`src/rtl/demux1_4_dispatch_if.sv`:
```
// demux1_4_dispatch_if: source and destination handshake bundle for the 1:4 result demux
//   master: source/consumer side (drives in_valid, in_data, in_sel, out_ready)
//   slave:  demux side (drives in_ready, out_valid, out_data)
interface demux1_4_dispatch_if #(parameter int W = 64);
  logic         in_valid;
  logic         in_ready;
  logic [W-1:0] in_data;
  logic [1:0]   in_sel;
  logic [3:0]   out_valid;
  logic [3:0]   out_ready;
  logic [4*W-1:0] out_data;
  modport master (
    output in_valid, in_data, in_sel, out_ready,
    input  in_ready, out_valid, out_data
  );
  modport slave (
    input  in_valid, in_data, in_sel, out_ready,
    output in_ready, out_valid, out_data
  );
endinterface

```
`src/rtl/demux1_4_dispatch.sv`:
```
// demux1_4_dispatch: registered 1:4 demux steering one result stream onto four handshaked channels
//   clk     rising-edge clock
//   rst_n   synchronous active-low reset; empties every slot and clears payloads
//   bus     slave side of demux1_4_dispatch_if (in_valid/in_ready/in_data/in_sel in,
//           out_valid/out_ready/out_data out, channel k payload at out_data[k*W +: W])
//   cnt_out per-channel 16-bit delivered-transfer counts at [k*16 +: 16],
//           present only when DEMUX_CNT_EN is defined
module demux1_4_dispatch #(parameter int W = 64) (
  input logic clk,
  input logic rst_n,
  demux1_4_dispatch_if.slave bus
`ifdef DEMUX_CNT_EN
  , output logic [63:0] cnt_out
`endif
);
  logic [3:0]   vld;
  logic [3:0]   load;
  logic [3:0]   fire;
  logic [W-1:0] dat [4];
  // Only the addressed slot gates acceptance, so a stalled channel never blocks the others.
  assign bus.in_ready = !vld[bus.in_sel] || bus.out_ready[bus.in_sel];
  assign fire = vld & bus.out_ready;
  assign load = {4{bus.in_valid && bus.in_ready}} & (4'b0001 << bus.in_sel);
  assign bus.out_valid = vld;
  always_ff @(posedge clk) begin
    if (!rst_n) begin
      vld <= '0;
      for (int i = 0; i < 4; i++) dat[i] <= '0;
    end else begin
      // A load wins over a drain, allowing refill in the same cycle the slot empties.
      vld <= load | (vld & ~fire);
      for (int i = 0; i < 4; i++) if (load[i]) dat[i] <= bus.in_data;
    end
  end
  for (genvar g = 0; g < 4; g++) begin : g_out
    assign bus.out_data[g*W +: W] = dat[g];
  end
`ifdef DEMUX_CNT_EN
  logic [15:0] cnt [4];
  always_ff @(posedge clk) begin
    if (!rst_n) for (int i = 0; i < 4; i++) cnt[i] <= '0;
    else for (int i = 0; i < 4; i++) cnt[i] <= cnt[i] + 16'(fire[i]);
  end
  for (genvar g = 0; g < 4; g++) begin : g_cnt
    assign cnt_out[g*16 +: 16] = cnt[g];
  end
`endif
endmodule

```
`src/flat_wrapper.sv`:
```
// flat-port wrapper written by rule: the top's interface ports become plain ports
module demux1_4_dispatch_flat 
#(parameter int W = 64)
  (clk, rst_n, bus_in_valid, bus_in_data, bus_in_sel, bus_out_ready, bus_in_ready, bus_out_valid, bus_out_data);
  demux1_4_dispatch_if #(.W(W)) bus_i ();
  input logic clk;
  input logic rst_n;
  input wire logic [$bits(bus_i.in_valid)-1:0] bus_in_valid;
  input wire logic [$bits(bus_i.in_data)-1:0] bus_in_data;
  input wire logic [$bits(bus_i.in_sel)-1:0] bus_in_sel;
  input wire logic [$bits(bus_i.out_ready)-1:0] bus_out_ready;
  output wire logic [$bits(bus_i.in_ready)-1:0] bus_in_ready;
  output wire logic [$bits(bus_i.out_valid)-1:0] bus_out_valid;
  output wire logic [$bits(bus_i.out_data)-1:0] bus_out_data;
  assign bus_i.in_valid = bus_in_valid;
  assign bus_i.in_data = bus_in_data;
  assign bus_i.in_sel = bus_in_sel;
  assign bus_i.out_ready = bus_out_ready;
  assign bus_in_ready = bus_i.in_ready;
  assign bus_out_valid = bus_i.out_valid;
  assign bus_out_data = bus_i.out_data;
  demux1_4_dispatch #(.W(W)) u_core (.clk(clk), .rst_n(rst_n), .bus(bus_i));
endmodule
```
`config.mk`:
```
export PLATFORM = sky130hd
export DESIGN_NAME = demux1_4_dispatch_flat
export DESIGN_NICKNAME = d
export VERILOG_FILES = /design/src/rtl/demux1_4_dispatch_if.sv /design/src/rtl/demux1_4_dispatch.sv /design/src/flat_wrapper.sv
export SDC_FILE = /design/constraint.sdc
export NUM_CORES = 1
export LEC_CHECK = 0
export BUFFER_PORTS_ARGS = -buffer_cell sky130_fd_sc_hd__buf_4
export CAP_MARGIN = 20
export CORE_UTILIZATION = 37
export CTS_BUF_LIST = sky130_fd_sc_hd__clkbuf_8
export DETAILED_ROUTE_END_ITERATION = 7
export PLACE_DENSITY_LB_ADDON = 0.08
export SYNTH_ARGS = -nofsm -noshare
export SYNTH_HDL_FRONTEND = slang
export SYNTH_SLANG_ARGS = --single-unit
export TNS_END_PERCENT = 1
```
`constraint.sdc`:
```
create_clock -name clk -period 6.26 [get_ports clk]
set_clock_uncertainty 0.05 [all_clocks]
set_input_delay 0.939 -clock clk [delete_from_list [all_inputs] [get_ports clk]]
set_output_delay 0.939 -clock clk [all_outputs]
set_load 0.02 [all_outputs]
```
**Yosys cells after proc, flatten, opt, wreduce, memory -nomap -nowiden**

Memories as Yosys holds them, arrays and structs flattened.
Cells that the tools add are included.

- Flip-flop bits (word level): 4
- Bits in writable memories: 256
- Input port bits: 73
- Output and inout port bits: 261
- Memories kept: 1

Memory list:

| name | words | width | read ports | clocked after memory_dff | wr ports | RTL line | source |
|---|---|---|---|---|---|---|---|
| u_core.dat | 4 | 64 | 4 | 0 | 4 | demux1_4_dispatch.sv:19 | `logic [W-1:0] dat [4];` |

- $lt $le $gt $ge: 1
- Shift operators: 1
- Multiplexer cells: 21
- Bitwise gates (word level): 9
- Reductions and logical operators: 3

Operator list:

| cell | count |
|---|---|
| 64-bit 2-to-1 mux | 4 |
| 1-bit 2-to-1 mux | 15 |
| 4-bit AND | 3 |
| 1-bit binary-select mux with 2-bit select | 2 |
| 4-bit inverter | 1 |
| 1-bit bitwise OR | 4 |
| 4-bit bitwise OR | 1 |
| 1-bit by 2-bit left shift with 4-bit output, first input constant | 1 |
| 2-bit by 3-bit less-than comparator with 1-bit output, second input constant | 1 |
| 1-bit logical AND | 1 |
| 1-bit zero test | 1 |
| 1-bit logical OR | 1 |

**Depth between registers and ports, before layout**

Gate-level depths: netlist of the first run.

- Depth in word-level cells: 10
- Mapped depth: 5

**Least setup slack after synthesis of the first run**

OpenSTA, ideal clock, no wires.

- Kind: input to register
- Start: input bus_in_sel[0]
- End: memory u_core.dat[0][0] (enable)
- Setup time: 0.581 ns
- Arrival time: 6.198 ns
- Path slack: -0.569 ns
- Stages on the path: 4
- Path through: buf_2 or2_1 buf_6 o31ai_1

RTL lines:

| item | RTL line | source |
|---|---|---|
| from (decl) | flat_wrapper.sv:10 | `input wire logic [$bits(bus_i.in_sel)-1:0] bus_in_sel;` |
| to (decl) | demux1_4_dispatch.sv:19 |  |

==> impl_results.md, run 1 <==
* HPWL after DPL at about 20000 um
* Via density at about 5.2
* CP Data Arrival Time at approximately 3.4 ns
* Slew Limit Headroom at 34.8%
* Final setup vio count at 0
* Slack of the critical path at roughly 3.0 ns
* DR WL/cell at about 23 um
* Pwr Total at roughly 3.9 mW
* Clock Pin Slew Worst Setup and Hold Paths at around 0.06 ns
* Row Count at 60
* Fin nets at 1073
* Post-CTS Setup Bufs at 0
* Worst Path Required at roughly 6.4 ns
* CTS Buf Count at 45
* Final ANT Viol Nets at 0
* FILL cells at between 2k and 2.5k
* Io pins at around 330
* Post-CTS Hold Buffers at 0
* Area grow syn2layout at 34.5%
* Die area at 28300 um^2
* Syn nets at 753
* Clock tree sinks at 260
* Leakage power at between 5 and 6 nW
* Initial antenna violation count at 0
* GP Congestion at 0.750
* Ys async rst share at 0%
* Syn avg cell area at approximately 15 um^2
* Final Hold Viols at 0
* Maximum fanout along the worst path at between 60 and 70
* Die height at ~170 um
* Crit end category: flip-flop
* Vias at between 7k and 8k
* Status: finished, final reports clean
* Mapped Cells at 680
* Place WS at roughly 2.5 ns
* Synth cell types at 21
* YS warnings at 0
* Worst slew pin tran at about 0.98 ns
* Max Cap Viol at 0
* Root Driver: clkbuf_8
* Sequential element share of the synthesized area at between 70% and 80%
* CTS tree: yes
* Seq cells post-synth at 260
* Number of synthesized flops with an enable pin at approximately 260
* Vias in the first global route at 7248
* VDD IR max at between 0.1 and 0.15 mV
* Clock Path Buffers at 3
* Minimum clock period at 3.24 ns
* First-pass DRT Iterations at 5
* IO buf count at 333
* ANT cells at 0
* H-tree Lvls at 2
* Share of post-route cells with drive strength above 1 at 45.0%
* Tot GR Track Use at a little over a fifth
* CTS-repair resized insts at 0
* Largest net degree at the start of global routing at 73
* Fin Setup TNS at 0 ns
* HP Class: reg -> reg
* Power Density at 280 nW/um^2
* Post-Syn Area at between 10000 and 15000 um^2
* Core area at ~27000 um^2
* RSZ-0062 raised after global routing: false
* Clock insertion delay at the later pin of the skew report at 0.53 ns
* First-pass GRT wire length at approximately 46000 um
* Initial core utilization at 37.9%
* Grt total ovfl at 0
* Die width at about 170 um
* WL final at 31400 um
* Startpoint types: input pin
* Post-synth top flop: edfxtp_1
* Critical path class: in -> reg
* 1st-iter DRT viols at between 600 and 700
* Final Cycle Share at 51.7%
* Drt drc at 0
* Fmax at roughly 300 MHz
* Core Util, Final at 51.0%
* Final max-slew violation count at 0
[flip-flops by register name, indices dropped and copies added, names as in the netlist]
| signal | count |
|---|---|
| u_core.bus.out_valid | 4 |
| u_core.dat | 256 |
[path summary, 6_finish.rpt]
kind,startpoint,end,slack [ns],depth (start not counted)
setup / recovery,bus_in_valid,u_core.dat[2][36]$_SDFFCE_PN0P_,3.02,4
hold / removal,u_core.bus.out_valid[1]$_SDFF_PN0_,u_core.bus.out_valid[1]$_SDFF_PN0_,0.48,2
setup reg to reg,u_core.bus.out_valid[2]$_SDFF_PN0_,u_core.dat[2][36]$_SDFFCE_PN0P_,3.60,4
hold reg to reg,u_core.bus.out_valid[1]$_SDFF_PN0_,u_core.bus.out_valid[1]$_SDFF_PN0_,0.48,2
[layout by cell type, fill, tap and decap left out, drive strengths merged]
master / synthesis / layout
nor3: 256 / 256
edfxtp: 256 / 256
mux4: 1 / 1
dfxtp: 4 / 4
nand2: 1 / 1
buf: 64 / 347
nand2b: 6 / 6
a21boi: 3 / 3
nand3b: 2 / 2
or2: 1 / 1
clkbuf: 10 / 50
o31ai: 4 / 4
nand3: 65 / 65
nor2b: 4 / 4
inv: 1 / 19
clkinvlp: 0 / 1
clkinv: 0 / 10
nor3b: 1 / 1
o21a: 1 / 1
[where the power goes]
| group | internal [mW] | switching (mW) | leakage, nW |
|---|---|---|---|
| sequential | 2.00 | 0.0363 | 2.79 |
| clock | 0.728 | 0.666 | 0.478 |
| combinational | 0.149 | 0.285 | 2.18 |
| total | 2.88 | 0.987 | 5.44 |
[layout make-up]
| type | count | area, um^2 | area share, % |
|---|---|---|---|
| Timing Repair Buffer | 347 | 2630 | 19.1 |
| Tap cell | 341 | 427 | 3.10 |
| Sequential cell | 260 | 7770 | 56.4 |
| Multi-Input combinational cell | 345 | 2140 | 15.5 |
| Clock inverter | 29 | 120 | 0.872 |
| Clock buffer | 50 | 688 | 5.00 |
| Inverter | 1 | 3.75 | 0.0273 |
[synthesized netlist by cell type, types with 2 or more instances]
library cell / n / area, um^2
a21boi_0: 3 / 22.5
nor3_2: 50 / 500
nand3_1: 65 / 325
buf_2: 47 / 235
o31ai_1: 4 / 30.0
nand2b_1: 6 / 37.5
nor2b_1: 4 / 25.0
buf_6: 12 / 135
clkbuf_1: 10 / 37.5
nor3_1: 206 / 1030
nand3b_1: 2 / 15.0
edfxtp_1: 256 / 7690
buf_1: 3 / 11.3
buf_4: 2 / 15.0
dfxtp_1: 4 / 80.1
[routing by layer]
| metal | part of all wire [%] | track usage [%] |
|---|---|---|
| met5 | 0 | 0 |
| met4 | 1.6 | 5.42 |
| met3 | 9.3 | 6.70 |
| met2 | 47 | 34.8 |
| met1 | 42 | 29.1 |
[stage by stage]
step	hold WS (ns)	cell area, um^2	instances
after CTS	0.481	13700	1372
after detailed placement	0.473	12900	1293
final	0.476	13800	1373
after global placement	0.483	12900	1293
after floorplan	0.528	10200	680
after global routing	0.541	13800	1373
[kinds of logic after synthesis]
group | Yosys count | share of synthesized area, %
buffers and inverters | 75 | 4.28
AND/OR/NAND/NOR | 336 | 19.1
flip-flops | 260 | 75.9
multiplexers | 1 | 0.220
AO/OA/AOI/OAI | 8 | 0.587
[critical path, cell delays in order]
cell and delay [ns]:
buf_4 0.61, inv_1 0.36, o31ai_4 0.92, buf_4 0.47
(Power assumes the default switching activity.)
==> run 2: changes to the inputs <==
==> constraint.sdc (replaced) <==
create_clock -name clk -period 2.61 [get_ports clk]
set_clock_uncertainty 0.05 [all_clocks]
set_input_delay 0.3915 -clock clk [delete_from_list [all_inputs] [get_ports clk]]
set_output_delay 0.3915 -clock clk [all_outputs]
set_load 0.02 [all_outputs]
==> run 2 against run 1 <==
Against the previous run: via count increased by 1.4%; routed wire length up 3.6%; register-to-register slack lost 2.7 ns; hold slack worse by 0.32 ns; die area unchanged; sequential share of layout area decreased by 0.36 points; non-clock buffer count increased by 7; sequential power increased by 140%; worst setup slack got worse by 2.5 ns; total power rose by 140%; critical endpoint is now bus_in_ready; largest power group unchanged.
==> impl_results.md, run 2 (synthesis gave the netlist of run 1 again) <==
* Status: finished, final reports clean
* Commonest non-fill, non-tap cell in the layout: buf_4
* First-pass DRT Iterations at 5 (unchanged)
* Grt total ovfl at 0 (unchanged)
* Initial antenna violation count at 0 (unchanged)
* Final Cycle Share at just over 80%
* Via density at 5.29 (+0.93%)
* Pwr Total at 9.29 mW (+140%)
* 1st-iter DRT viols at 529 (-15%)
* Clock tree sinks at 260 (unchanged)
* Initial core utilization at 37.9% (unchanged)
* Fmax at 476 MHz
* Slew Limit Headroom at 42.7% (+8.0 points)
* CTS-repair resized insts at 0 (unchanged)
* First-pass GRT wire length at 47000 um (+2.1%)
* Post-Place Cell Area at 13100 um^2 (+1.0%)
* HPWL after DPL at 19800 um (-0.45%)
* Worst slew pin tran at 0.859 ns (-0.120 ns)
* Core area at 27000 um^2 (unchanged)
* Clock Path Buffers at 3 (unchanged)
* FILL cells at 2431 (+0.25%)
* Largest net degree at the start of global routing at 69 (-5.5%)
* Final setup vio count at 0 (unchanged)
* Fin nets at 1079 (+0.56%)
* Maximum fanout along the worst path at 3 (-96%)
* Crit end category: primary output
* Max Cap Viol at 0 (unchanged)
* Die area at 28300 um^2 (unchanged)
* Area grow syn2layout at 35.3%
* GP Congestion at 0.771 (+2.8%)
* Final ANT Viol Nets at 0 (unchanged)
* Clock Pin Slew Worst Setup and Hold Paths at 0.06 ns (about the same)
* Critical path class: reg -> out
* Worst Path Required at 2.17 ns (-4.23 ns)
* Core Util, Final at 51.3% (+0.33 points)
* WL final at 32500 um (+3.6%)
* Final Hold Viols at 0 (unchanged)
* Tot GR Track Use at 22.6% (+0.73 points)
* Post-CTS Setup Bufs at 0 (unchanged)
* Vias at 7302 (+1.4%)
* Post-CTS Hold Buffers at 0 (unchanged)
* Power Density at 670 nW/um^2 (+140%)
* Row Count at 60 (unchanged)
* ANT cells at 0 (unchanged)
* Share of post-route cells with drive strength above 1 at 45.0% (+0.082 points)
* Most frequent cells in the layout: 348 x buf_4, 256 x edfxtp_1, 206 x nor3_1
* Leakage power at 5.47 nW (+0.48%)
* Die width at 168 um (unchanged)
* VDD IR max at 0.274 mV (+110%)
* CP Data Arrival Time at 1.66 ns (-1.72 ns)
* Final Instance Area at 13900 um^2 (+0.64%)
* DR WL/cell at 23.6 um (+3.1%)
* Drt drc at 0 (unchanged)
* RSZ-0062 raised after global routing: false
* Vias in the first global route at 7238 (-0.14%)
* Largest register FFs at 256 (unchanged)
* CTS tree: yes
* Die height at 168 um (unchanged)
* Reg with most FFs: u_core.dat
* Clock insertion delay at the later pin of the skew report at 0.53 ns (about the same)
* Root Driver: clkbuf_8
* Final max-slew violation count at 0 (unchanged)
* Startpoint types: flip-flop
* Minimum clock period at about 2.1 ns
* HP Class: in -> reg
* IO buf count at 333 (unchanged)
* CTS Buf Count at 44 (-2.2%)
* Io pins at 334 (unchanged)
* H-tree Lvls at 2 (unchanged)
-- run 2: cell count changes in the layout (fill, tap and decap cells not counted) --
cell / previous run / this run
clkinv_4: 1 / 0
nand2b_2: 0 / 2
bufinv_16: 0 / 1
inv_1: 19 / 17
buf_4: 346 / 348
buf_16: 1 / 0
nand2b_4: 2 / 0
clkinv_1: 7 / 12
clkbuf_8: 50 / 47
buf_12: 0 / 6
-- run 2: area by class of cell --
cell class              instances  area [um^2]  share of cell area (%)
clock buffers                  47          647                    4.67
clock inverters                32          149                    1.07
inverters                       1         7.51                  0.0542
multi-input cells             345         2130                    15.4
flip-flops and latches        260         7770                    56.0
well taps                     341          427                    3.08
repair buffers                354         2730                    19.7
-- run 2: routing by layer --
metal / track usage, % / part of all wire [%] / wire length, um
met3: 6.46 / 8.9 / 2900
met2: 35.6 / 47 / 15300
met5: 0 / 0 / 0
met4: 7.04 / 2.5 / 826
met1: 30.1 / 41 / 13500
-- run 2: worst max-delay path, cell delays in order, from the launching register on --
cell and delay [ns]:
dfxtp_1 0.36, nand2b_1 0.10, mux4_2 0.50, buf_4 0.18
-- run 2: per-stage QoR --
stage | hold WS (ns) | TNS, ns | std cells | worst slack, ns
2_1_floorplan | 0.529 | -100.84 | 680 | -0.400
3_3_place_gp | 0.483 | 0 | 1301 | 0.475
3_5_place_dp | 0.481 | 0 | 1301 | 0.495
4_1_cts | 0.124 | 0 | 1380 | 0.483
5_1_grt | 0.150 | 0 | 1380 | 0.462
6_report | 0.151 | 0 | 1380 | 0.510
-- run 2: path summary, 6_finish.rpt --
check                                                          end  slack (ns)  cells after the start                               start
worst min register to register  u_core.bus.out_valid[2]$_SDFF_PN0_        0.49                      2  u_core.bus.out_valid[2]$_SDFF_PN0_
worst max-delay path                                  bus_in_ready        0.51                      3  u_core.bus.out_valid[3]$_SDFF_PN0_
worst min-delay path            u_core.bus.out_valid[2]$_SDFF_PN0_        0.15                      3                    bus_out_ready[2]
worst max register to register     u_core.dat[0][62]$_SDFFCE_PN0P_        0.90                      3  u_core.bus.out_valid[0]$_SDFF_PN0_
-- run 2: report_power, final --
part	leakage [nW]	total (mW)	switching, mW	internal [mW]
sequential	2.79	4.86	0.0726	4.79
combinational	2.21	1.08	0.712	0.371
clock	0.469	3.34	1.59	1.75
total	5.47	9.29	2.38	6.91
==> run 3: changes to the inputs <==
==> constraint.sdc (replaced) <==
create_clock -name clk -period 1.8 [get_ports clk]
set_clock_uncertainty 0.05 [all_clocks]
set_input_delay 0.27 -clock clk [delete_from_list [all_inputs] [get_ports clk]]
set_output_delay 0.27 -clock clk [all_outputs]
set_load 0.02 [all_outputs]
==> run 3 against run 2 <==
Against the previous run: the run now ends with negative setup slack left; worst setup slack got worse by 0.60 ns; cell count rose by 0.43%; sequential share of layout area down 0.78 points; sequential power is 45% higher; routed wire length is 3.0% lower; total power increased by 46%; largest power group unchanged; highest routed layer is now met5.
==> impl_results.md, run 3 (synthesis gave the netlist of run 1 again) <==
* Status: complete, but fails checks
* Failing checks: negative setup slack
* Final Cycle Share at 105%
* Grt total ovfl at 0 (unchanged)
* Final Hold Viols at 0 (unchanged)
* RSZ-0062 raised after global routing: true
* Critical path class: reg -> out
* Drt drc at 0 (unchanged)
* Commonest non-fill, non-tap cell in the layout: buf_4
* Fin nets at 1090 (+1.0%)
* H-tree Lvls at 2 (unchanged)
* Leakage power at 5.56 nW (+1.7%)
* Largest net degree at the start of global routing at 69 (unchanged)
* First-pass DRT Iterations at 5 (unchanged)
* Core area at 27000 um^2 (unchanged)
* Clock Path Buffers at 3 (unchanged)
* HP Class: in -> reg
* Hold slack at 0.0271 ns (-0.124 ns)
* Maximum fanout along the worst path at 2 (-1)
* Clock tree sinks at 260 (unchanged)
* Share of post-route cells with drive strength above 1 at 45.9% (+0.89 points)
* IO buf count at 333 (unchanged)
* Minimum clock period at 1.89 ns
* WL final at 31600 um (-3.0%)
* Vias at 7343 (+0.56%)
* Fmax at 530 MHz
* Initial antenna violation count at 1 (+1)
* Most frequent cells in the layout: 345 x buf_4, 256 x edfxtp_1, 206 x nor3_1
* Die area at 28300 um^2 (unchanged)
* HPWL after DPL at 20300 um (+2.4%)
* Root Driver: clkbuf_8
* Slack of the critical path at -0.0865 ns (-0.596 ns)
* Die height at 168 um (unchanged)
* Die width at 168 um (unchanged)
* Tot GR Track Use at 21.9% (-0.71 points)
* Vias in the first global route at 7246 (+0.11%)
* Row Count at 60 (unchanged)
* CP Data Arrival Time at 1.57 ns (-0.09 ns)
* Final ANT Viol Nets at 0 (unchanged)
* ANT cells at 0 (unchanged)
* Crit end category: primary output
* GP Congestion at 0.757 (-1.8%)
* Worst Path Required at 1.48 ns (-0.69 ns)
* CTS Buf Count at 45 (+2.3%)
* VDD IR max at 0.470 mV (+72%)
* Largest register FFs at 256 (unchanged)
* Power Density at 963 nW/um^2 (+44%)
* CTS tree: yes
* Fin Setup TNS at -0.0865 ns (-0.0865 ns)
* Io pins at 334 (unchanged)
* Initial core utilization at 37.9% (unchanged)
* Area grow syn2layout at 37.3%
* Final max-slew violation count at 0 (unchanged)
* Reg with most FFs: u_core.dat
* Worst slew pin tran at 0.566 ns (-0.293 ns)
* First-pass GRT wire length at 46000 um (-2.2%)
* DR WL/cell at 22.8 um (-3.4%)
* Clock insertion delay at the later pin of the skew report at 0.53 ns (about the same)
* Startpoint types: flip-flop
* Final setup vio count at 1 (+1)
* Clock Pin Slew Worst Setup and Hold Paths at 0.06 ns (about the same)
* Max Cap Viol at 0 (unchanged)
* Slew Limit Headroom at 62.3% (+20 points)
* Via density at 5.30 (+0.13%)
* 1st-iter DRT viols at 547 (+3.4%)
[run 3: cell count changes in the layout (fill, tap and decap cells not counted), sizes merged]
cell	change
clkinvlp	+2
clkinv	-9
buf	+7
clkbuf	+1
dlygate4sd3	+3
inv	+2
[run 3: timing repair]
item | 4_1_cts | 5_1_grt
hold buffers | 3 | 0
pin swaps | 0 | 0
gates resized for setup | 3 | 3
hold endpoints to repair | 2 | 0
endpoints found under the setup margin | 1 | 2
buffers inserted | 1 | 1
[run 3: routing by layer]
layer  global-route usage (%)  part of all wire [%]  vias up
met4                     7.67                   2.7        2
met2                     34.7                    47      362
met3                     5.83                   8.3       55
met5                        0                 0.041        -
met1                     29.0                    42     3637
li1                         -                     -     3287
[run 3: worst max-delay path: stages, from the launching register on]
cell	delay [ns]
dfxtp_2	0.33
nand2b_1	0.07
mux4_2	0.48
buf_6	0.15
[run 3: where the power goes]
group          internal (mW)  switching (mW)  leakage, nW
logic                  0.577            1.02         2.31
clock network           2.57            2.31        0.469
registers               6.95           0.108         2.79
total                   10.1            3.44         5.56
[run 3: through the flow]
step	util [%]	cells	cell area (um^2)	total power [mW]	worst slack (ns)
detailed placement	48.9	1306	13200	8.79	0.102
floorplan	-	680	10300	7.97	-1.09
CTS	52.0	1385	14100	13.7	-0.133
finish	52.0	1386	14100	13.5	-0.0865
global placement	48.9	1306	13200	8.78	0.110
global route	52.0	1386	14100	14.0	-0.147
[run 3: area by class of cell]
class	instances	area, um^2
Fill cell	2415	13000
Sequential cell	260	7770
Timing Repair Buffer	364	2930
Multi-Input combinational cell	345	2130
Clock buffer	48	661
Tap cell	341	427
Clock inverter	27	135
Inverter	1	7.51
[run 3: worst paths after layout]
check,to,slack [ns],from,cells past startpoint
setup / recovery,bus_in_ready,-0.09,u_core.bus.out_valid[3]$_SDFF_PN0_,3
hold / removal,u_core.bus.out_valid[1]$_SDFF_PN0_,0.03,bus_out_ready[1],3
setup reg to reg,u_core.bus.out_valid[3]$_SDFF_PN0_,0.07,u_core.bus.out_valid[3]$_SDFF_PN0_,4
hold reg to reg,u_core.bus.out_valid[1]$_SDFF_PN0_,0.48,u_core.bus.out_valid[1]$_SDFF_PN0_,2
